File: src/rtl/fifo_pkg.sv
// Shared helpers for fifo_lanes_sync: pointer width with wrap bit and packed lane layout.
package fifo_pkg;

  function automatic int ptr_w(input int depth_log2);
    return depth_log2 + 1;
  endfunction

  // Lane k of a packed word occupies bits [lane_lsb(k) +: lane_w].
  function automatic int lane_lsb(input int lane, input int lane_w);
    return lane * lane_w;
  endfunction

endpackage

File: src/rtl/fifo_lanes_sync_if.sv
// Producer/consumer bundle for fifo_lanes_sync; master drives requests, slave is the FIFO.
interface fifo_lanes_sync_if #(
  parameter int LANES      = 4,
  parameter int LANE_W     = 1,
  parameter int DEPTH_LOG2 = 3
);
  import fifo_pkg::*;

  localparam int W  = LANES * LANE_W;
  localparam int CW = ptr_w(DEPTH_LOG2);

  logic [W-1:0]  din;
  logic          we;
  logic          writable;
  logic          re;
  logic          readable;
  logic [W-1:0]  dout;
  logic          dout_valid;
  logic [CW-1:0] count;
  logic          almost_full;
  logic          flush;
  logic          clr_err;
  logic          overflow;
  logic          underflow;

  modport master (
    output din, we, re, flush, clr_err,
    input  writable, readable, dout, dout_valid, count, almost_full, overflow, underflow
  );

  modport slave (
    input  din, we, re, flush, clr_err,
    output writable, readable, dout, dout_valid, count, almost_full, overflow, underflow
  );

endinterface

File: src/rtl/fifo_mem_dp.sv
// Word storage: one synchronous write port, one asynchronous read port, contents not reset.
module fifo_mem_dp #(
  parameter int WIDTH  = 4,
  parameter int ADDR_W = 3
) (
  input  logic              clk,
  input  logic              i_we,
  input  logic [ADDR_W-1:0] i_waddr,
  input  logic [WIDTH-1:0]  i_wdata,
  input  logic [ADDR_W-1:0] i_raddr,
  output logic [WIDTH-1:0]  o_rdata
);

  logic [WIDTH-1:0] r_mem [2**ADDR_W];

  always_ff @(posedge clk) begin
    if (i_we) r_mem[i_waddr] <= i_wdata;
  end

  assign o_rdata = r_mem[i_raddr];

endmodule

File: src/rtl/fifo_lanes_sync.sv
// Single-clock multi-lane FIFO; registered read (1-cycle, dout_valid pulse) or FWFT when FIFO_FWFT_EN is defined.
// writable/readable/almost_full come from registered pointers only; writes when full and reads when empty are dropped and flagged.
module fifo_lanes_sync
  import fifo_pkg::*;
#(
  parameter int LANES      = 4,
  parameter int LANE_W     = 1,
  parameter int DEPTH_LOG2 = 3,
  parameter int AFULL_LVL  = 2**DEPTH_LOG2 - 2
) (
  input  logic              write_clk,
  input  logic              rst_n,
  fifo_lanes_sync_if.slave  bus
);

  localparam int W  = LANES * LANE_W;
  localparam int AW = DEPTH_LOG2;
  localparam int PW = ptr_w(DEPTH_LOG2);
  localparam logic [PW-1:0] AFULL_C = PW'(AFULL_LVL);

  logic [PW-1:0] r_wr_ptr;
  logic [PW-1:0] r_rd_ptr;
  logic          r_ovf;
  logic          r_udf;

  logic [PW-1:0] w_count;
  logic          w_full;
  logic          w_empty;
  logic          w_wr_acc;
  logic          w_rd_acc;
  logic          w_ovf_set;
  logic          w_udf_set;
  logic [W-1:0]  w_rd_data;

  // Wrap bit distinguishes full from empty when the address bits match.
  assign w_full  = (r_wr_ptr[AW] != r_rd_ptr[AW]) && (r_wr_ptr[AW-1:0] == r_rd_ptr[AW-1:0]);
  assign w_empty = (r_wr_ptr == r_rd_ptr);
  assign w_count = r_wr_ptr - r_rd_ptr;

  assign w_wr_acc  = bus.we && !w_full  && !bus.flush;
  assign w_rd_acc  = bus.re && !w_empty && !bus.flush;
  assign w_ovf_set = bus.we &&  w_full  && !bus.flush;
  assign w_udf_set = bus.re &&  w_empty && !bus.flush;

  fifo_mem_dp #(
    .WIDTH  (W),
    .ADDR_W (AW)
  ) u_mem (
    .clk     (write_clk),
    .i_we    (w_wr_acc),
    .i_waddr (r_wr_ptr[AW-1:0]),
    .i_wdata (bus.din),
    .i_raddr (r_rd_ptr[AW-1:0]),
    .o_rdata (w_rd_data)
  );

  always_ff @(posedge write_clk or negedge rst_n) begin
    if (!rst_n) begin
      r_wr_ptr <= '0;
      r_rd_ptr <= '0;
    end else if (bus.flush) begin
      r_wr_ptr <= '0;
      r_rd_ptr <= '0;
    end else begin
      if (w_wr_acc) r_wr_ptr <= r_wr_ptr + 1'b1;
      if (w_rd_acc) r_rd_ptr <= r_rd_ptr + 1'b1;
    end
  end

  // A new error event outranks clr_err in the same cycle.
  always_ff @(posedge write_clk or negedge rst_n) begin
    if (!rst_n) begin
      r_ovf <= 1'b0;
      r_udf <= 1'b0;
    end else begin
      r_ovf <= w_ovf_set | (r_ovf & ~bus.clr_err);
      r_udf <= w_udf_set | (r_udf & ~bus.clr_err);
    end
  end

`ifdef FIFO_FWFT_EN
  assign bus.dout       = w_empty ? '0 : w_rd_data;
  assign bus.dout_valid = !w_empty;
`else
  logic [W-1:0] r_dout;
  logic         r_dout_vld;

  always_ff @(posedge write_clk or negedge rst_n) begin
    if (!rst_n) begin
      r_dout     <= '0;
      r_dout_vld <= 1'b0;
    end else begin
      r_dout_vld <= w_rd_acc;
      if (w_rd_acc) r_dout <= w_rd_data;
    end
  end

  assign bus.dout       = r_dout;
  assign bus.dout_valid = r_dout_vld;
`endif

  assign bus.count       = w_count;
  assign bus.writable    = !w_full;
  assign bus.readable    = !w_empty;
  assign bus.almost_full = (w_count >= AFULL_C);
  assign bus.overflow    = r_ovf;
  assign bus.underflow   = r_udf;

endmodule

File: src/flat_wrapper.sv
// flat-port wrapper written by rule: the top's interface ports become plain ports
module fifo_lanes_sync_flat import fifo_pkg::*;
#(
  parameter int LANES      = 4,
  parameter int LANE_W     = 1,
  parameter int DEPTH_LOG2 = 3,
  parameter int AFULL_LVL  = 2**DEPTH_LOG2 - 2
)
  (write_clk, rst_n, bus_din, bus_we, bus_re, bus_flush, bus_clr_err, bus_writable, bus_readable, bus_dout, bus_dout_valid, bus_count, bus_almost_full, bus_overflow, bus_underflow);
  fifo_lanes_sync_if #(.LANES(LANES), .LANE_W(LANE_W), .DEPTH_LOG2(DEPTH_LOG2)) bus_i ();
  input  logic write_clk;
  input  logic rst_n;
  input wire logic [$bits(bus_i.din)-1:0] bus_din;
  input wire logic [$bits(bus_i.we)-1:0] bus_we;
  input wire logic [$bits(bus_i.re)-1:0] bus_re;
  input wire logic [$bits(bus_i.flush)-1:0] bus_flush;
  input wire logic [$bits(bus_i.clr_err)-1:0] bus_clr_err;
  output wire logic [$bits(bus_i.writable)-1:0] bus_writable;
  output wire logic [$bits(bus_i.readable)-1:0] bus_readable;
  output wire logic [$bits(bus_i.dout)-1:0] bus_dout;
  output wire logic [$bits(bus_i.dout_valid)-1:0] bus_dout_valid;
  output wire logic [$bits(bus_i.count)-1:0] bus_count;
  output wire logic [$bits(bus_i.almost_full)-1:0] bus_almost_full;
  output wire logic [$bits(bus_i.overflow)-1:0] bus_overflow;
  output wire logic [$bits(bus_i.underflow)-1:0] bus_underflow;
  assign bus_i.din = bus_din;
  assign bus_i.we = bus_we;
  assign bus_i.re = bus_re;
  assign bus_i.flush = bus_flush;
  assign bus_i.clr_err = bus_clr_err;
  assign bus_writable = bus_i.writable;
  assign bus_readable = bus_i.readable;
  assign bus_dout = bus_i.dout;
  assign bus_dout_valid = bus_i.dout_valid;
  assign bus_count = bus_i.count;
  assign bus_almost_full = bus_i.almost_full;
  assign bus_overflow = bus_i.overflow;
  assign bus_underflow = bus_i.underflow;
  fifo_lanes_sync #(.LANES(LANES), .LANE_W(LANE_W), .DEPTH_LOG2(DEPTH_LOG2), .AFULL_LVL(AFULL_LVL)) u_core (.write_clk(write_clk), .rst_n(rst_n), .bus(bus_i));
endmodule
File: config.mk
export PLATFORM = sky130hd
export DESIGN_NAME = fifo_lanes_sync_flat
export DESIGN_NICKNAME = d
export VERILOG_FILES = /design/src/rtl/fifo_pkg.sv /design/src/rtl/fifo_lanes_sync_if.sv /design/src/rtl/fifo_mem_dp.sv /design/src/rtl/fifo_lanes_sync.sv /design/src/flat_wrapper.sv
export SDC_FILE = /design/constraint.sdc
export NUM_CORES = 1
export LEC_CHECK = 0
export BUFFER_PORTS_ARGS = -buffer_cell sky130_fd_sc_hd__buf_2
export CORE_MARGIN = 3
export CORE_UTILIZATION = 55
export CTS_BUF_LIST = sky130_fd_sc_hd__clkbuf_8
export DETAILED_ROUTE_END_ITERATION = 12
export MAX_ROUTING_LAYER = met4
export PLACE_DENSITY = 0.85
export SLEW_MARGIN = 30
export SYNTH_ARGS = -nofsm -noshare
export SYNTH_HDL_FRONTEND = slang
export SYNTH_SLANG_ARGS = --single-unit
File: constraint.sdc
create_clock -name write_clk -period 5.07 [get_ports write_clk]
set_input_delay 0.507 -clock write_clk [delete_from_list [all_inputs] [get_ports write_clk]]
set_output_delay 0.507 -clock write_clk [all_outputs]
set_load 0.05 [all_outputs]
==> After elaboration in Yosys (flattened, before gate mapping) <==
Memory sizes are Yosys's and may differ from the RTL's. A register that Yosys moved wholly into a read port is not among the register bits.
Cells that the tools add are included.
{ "totals": {"regBits": 11, "latchBits": 0, "ram_bits": 32, "romBits": 0, "input_bits": 10, "memories": 1} }
{ "memory_table": {"columns": ["memory", "depth", "width", "read_ports", "rd_clocked_by_memory_dff", "write_ports", "line", "text"], "rows": [
  ["u_core.u_mem.r_mem", 8, 4, 1, 1, 1, "fifo_mem_dp.sv:14", "logic [WIDTH-1:0] r_mem [2**ADDR_W];"]
]} }
{ "classes": {"add_sub_neg": 3, "n_mul": 0, "n_div": 0, "order_cmp": 1, "n_eq_ne": 3, "n_shift": 0, "muxes": 6, "bitwise": 5, "n_reduce_logical": 15} }
{ "ops": {"columns": ["op", "n"], "rows": [
  ["$mux 4", 4],
  ["$logic_and 1x1->1", 9],
  ["$add 4x1->4 const B", 2],
  ["$eq 4x4->1", 1],
  ["$ge 4x3->1 const B", 1],
  ["$logic_not 1->1", 4],
  ["$reduce_bool 2->1", 2],
  ["$sub 4x4->4", 1],
  ["$eq 3x3->1", 1],
  ["$and 1x1->1", 2],
  ["$mux 1", 2],
  ["$or 1x1->1", 2],
  ["$ne 1x1->1", 1],
  ["$not 1->1", 1]
]} }

==> Longest topological paths before layout <==
{ "depth": {"word_depth": 7, "mapped_depth": 7} }

==> Cells and area by module <==
A second synthesis with hierarchy kept.
{ "hier_totals": {"hier_cells": 149, "hier_area_um2": 2179.6} }
{ "by_module_without_submodules": {"columns": ["mod", "instances", "cells_each", "area_each_um2", "seq_area_each_um2"], "rows": [
  ["fifo_mem_dp", 1, 59, 1290.0, 960.9],
  ["fifo_lanes_sync", 1, 90, 889.6, 375.4]
]} }

==> Least setup slack after synthesis <==
No wires, ideal clock.
{ "synth_path": {"kind": "reg2out", "startpoint": "register u_core.r_rd_ptr[1]", "endpoint": "output bus_almost_full", "arrival_ns": 2.588, "required_ns": 4.563, "path_slack_ns": 1.975, "path_stages_with_launch": 8, "path_buffers": 1, "path_cell_list": "dfrtp_1 > clkbuf_1 > inv_1 > ha_1 > nor2b_1 > o21ai_0 > a21oi_1 > o21ai_0"} }
{ "synth_via": {"elab_chain_len": 2} }
{ "synth_rtl": {"columns": ["element", "line", "text"], "rows": [
  ["start: declaration", "fifo_lanes_sync.sv:22", "logic [PW-1:0] r_rd_ptr;"],
  ["start signal: assignment", "fifo_lanes_sync.sv:66", "if (w_rd_acc) r_rd_ptr <= r_rd_ptr + 1'b1;"],
  ["$sub 4x4->4", "fifo_lanes_sync.sv:38", "assign w_count = r_wr_ptr - r_rd_ptr;"],
  ["$ge 4x3->1", "fifo_lanes_sync.sv:105", "assign bus.almost_full = (w_count >= AFULL_C);"],
  ["end: declaration", "flat_wrapper.sv:23", "output wire logic [$bits(bus_i.almost_full)-1:0] bus_almost_full;"]
]} }
Every way passes these cells.

==> Final worst setup path <==
{ "layout_path": {"startpoint": "register u_core.r_rd_ptr[0]", "endpoint": "memory u_core.u_mem.r_mem[1][0], enable pin"} }
{ "layout_via": {"elab_chain_len": 7} }
{ "layout_rtl": {"columns": ["element", "line", "text"], "rows": [
  ["$eq 3x3->1", "fifo_lanes_sync.sv:36", "assign w_full = (r_wr_ptr[AW] != r_rd_ptr[AW]) && (r_wr_ptr[AW-1:0] == r_rd_ptr[AW-1:0]);"],
  ["$logic_and 1x1->1", "fifo_lanes_sync.sv:36", null],
  ["$logic_not 1->1", "fifo_lanes_sync.sv:40", "assign w_wr_acc = bus.we && !w_full && !bus.flush;"],
  ["$logic_and 1x1->1 (2 in a row)", "fifo_lanes_sync.sv:40", null],
  ["$mux 1", "fifo_mem_dp.sv:17", "if (i_we) r_mem[i_waddr] <= i_wdata;"],
  ["$mux 1 (implied by the code)", "fifo_mem_dp.sv:17", null],
  ["end: declaration", "fifo_mem_dp.sv:14", null]
]} }
Every way passes these cells.

==> impl_metrics.tcl <==
set metrics [dict create \
    outcome "finished clean" \
    cts_buffers 5 \
    syn_nets 160 \
    drive_above_1_share_pct 24.6 \
    power.leakage_uw 0.000905 \
    place_congestion 0.804 \
    overflow 0 \
    cts.htree.levels 2 \
    endpoint_kind "register" \
    synth_cells 144 \
    totalWireLength_um 4030 \
    hold_buffers 0 \
    path_max_fanout 12 \
    synth_area_sq_mm 0.00206 \
    hpwlAfterDp_um 2870 \
    period_needed_ns 2.77 \
    insertion_delay_ns 0.30 \
    avgSynthCellArea_sq_um 14.3 \
    cts_tree "yes" \
    hold_class "in2async" \
    ios 24 \
    mostFrequentLayoutCells "edfxtp_1, buf_2, dfrtp_1" \
    rsz0062_at_grt "no" \
    maxCapViolCount 0 \
    cts.repair.resized 0 \
    core_area_sq_mm 0.00347 \
    antenna_found_initial 0 \
    ys_top_cells_by_area "edfxtp_1, dfrtp_1, mux4_2" \
    grt_start_max_net_pins 17 \
    antenna_cells 0 \
    peakVddDrop_mv 0.253 \
    grt_pass1_vias 1200 \
    dieArea_sq_mm 0.00451 \
    tightest_slew_ns 0.598 \
    die_h_um 67.2 \
    maxSlewViolCount 0 \
    firstDrtPassIters 4 \
    postCtsSetupBuffers 0 \
    fin_crit_sh_pct 54.6 \
    synth_seq_area_share_pct 64.9 \
    r2r-start "u_core.r_rd_ptr[0]" \
    final_common_cell "edfxtp_1" \
    ys_ff_latch 47 \
    register_area_sq_mm 0.00134 \
    start_kind "register" \
    yosysTopAreaCellShare_pct 46.7 \
    num_rows 21 \
    cts_num_sinks 47 \
    synth_cell_type_count 29 \
    drtAntennaViolNets 0 \
    grt.total_usage_pct 21.4 \
    fill_cells 245 \
    power.density_mw_per_mm2 443 \
    clk_path_buf_depth 2 \
    clockRootBuffer "clkbuf_8" \
    hold_viol 0 \
    timing.rr.end "u_core.u_mem.r_mem[1][0]" \
    numPortBuffers 23 \
    whs_ns 0.101 \
    finalSetupViolCount 0 \
    nNetsFinal 186 \
    ff2ff_setup_slack_ns 2.30 \
    synth_area_leader_cell "edfxtp_1" \
    drt_iter0_drc 83 \
    skew_ns 0.00620 \
    max_clock_freq_mhz 361 \
    required_ns 5.01 \
    rr_worst_depth 5 \
    multi_input_area_sq_um 666 \
    setup_tns_ns 0 \
    area_growth_pct 13.2 \
    path_clk_slew_ns 0.09 \
    die_x_um 67.2 \
    vias_per_cell 5.81 \
    avgRoutedWirePerCell_um 18.6 \
    grt_pass1_wl_um 6550 \
    initial_core_util_pct 59.4 \
    relSlewSlack_pct 59.8 \
    crit_arrival_ns 2.71 \
    via_count 1261 \
    route.detailed.drc 0 \
    yosysWarnings 0 \
    path_class "reg2reg" \
    crit_start "u_core.r_rd_ptr[0]" \
]
-- layout make-up --
cell class / count / share of cell area, %
clock buffers: 5 / 2.95
clock inverters: 3 / 2.04
multi-input cells: 82 / 28.5
inverters: 11 / 1.77
flip-flops and latches: 47 / 57.3
well taps: 46 / 2.47
repair buffers: 23 / 4.94
-- power by group --
part	switching (uW)	leakage, uW	total (uW)	internal (uW)
Combinational	209	0.000358	293	84.6
Sequential	26.8	0.000489	463	436
Clock	128	0.0000587	277	149
-- metal layers --
layer | global-route usage (%) | part of all wire (%)
met5 | - | 0
met4 | 5.32 | 0.47
met3 | 6.16 | 7.0
met2 | 32.4 | 51
met1 | 29.1 | 42
-- cells in the mapped netlist (all sizes together) --
library cell  number
nor2b              1
mux4               8
o21bai             1
buf                1
nand2b             3
or3                3
nand3              4
clkbuf             3
o21ai              9
xor2               4
o22ai              1
dfrtp             15
nor3               2
mux2i              4
a21oi              4
edfxtp            32
or2                1
and3               2
ha                 5
nor2              12
xnor2              4
fa                 1
inv               11
nand2              9
o32ai              1
o211ai             3
-- worst max path at each step --
stage / endpoint / slack [ns] / cells after the start
after floorplan: bus_almost_full / 1.98 / 7
after global placement: u_core.u_mem.r_mem[0][0] / 2.52 / 5
after global routing: bus_almost_full / 2.01 / 7
final: u_core.u_mem.r_mem[1][0] / 2.30 / 5
after detailed placement: u_core.u_mem.r_mem[1][1] / 2.35 / 5
after CTS: bus_almost_full / 2.29 / 7
-- registers in the layout (all words and copies together), names as in the netlist --
name,count
u_core.bus.underflow,1
u_core.r_rd_ptr,4
u_core.bus.overflow,1
u_core.u_mem.r_mem,32
u_core.bus.dout,4
u_core.r_wr_ptr,4
u_core.bus.dout_valid,1
-- logic make-up after synthesis --
kind of cell | share of synthesized area (%)
AOI/OAI and AO/OA | 5.53
xor gates and xnor gates | 3.77
adders and majority gates | 4.01
buffers and inverters | 2.79
DFF | 64.9
muxes | 10.7
and+or+nand+nor | 8.32
-- per-stage QoR --
step	instances	power, uW	instance area [sq um]	util, %	setup slack [ns]
floorplan	144	699	2060	-	1.98
global placement	209	757	2220	63.9	2.52
detailed placement	209	766	2220	63.9	2.35
CTS	217	1040	2330	67.2	2.29
global route	217	1090	2330	67.2	2.01
finish	217	1030	2330	67.2	2.30
-- critical path: stages, from the launching register on --
cell and delay (ns):
dfrtp_1 0.73, ha_1 0.35, nand3_1 0.26, o21ai_1 0.17
or3_1 0.40, nor3_1 0.49
No activity file was read; power rests on OpenSTA's default activity.
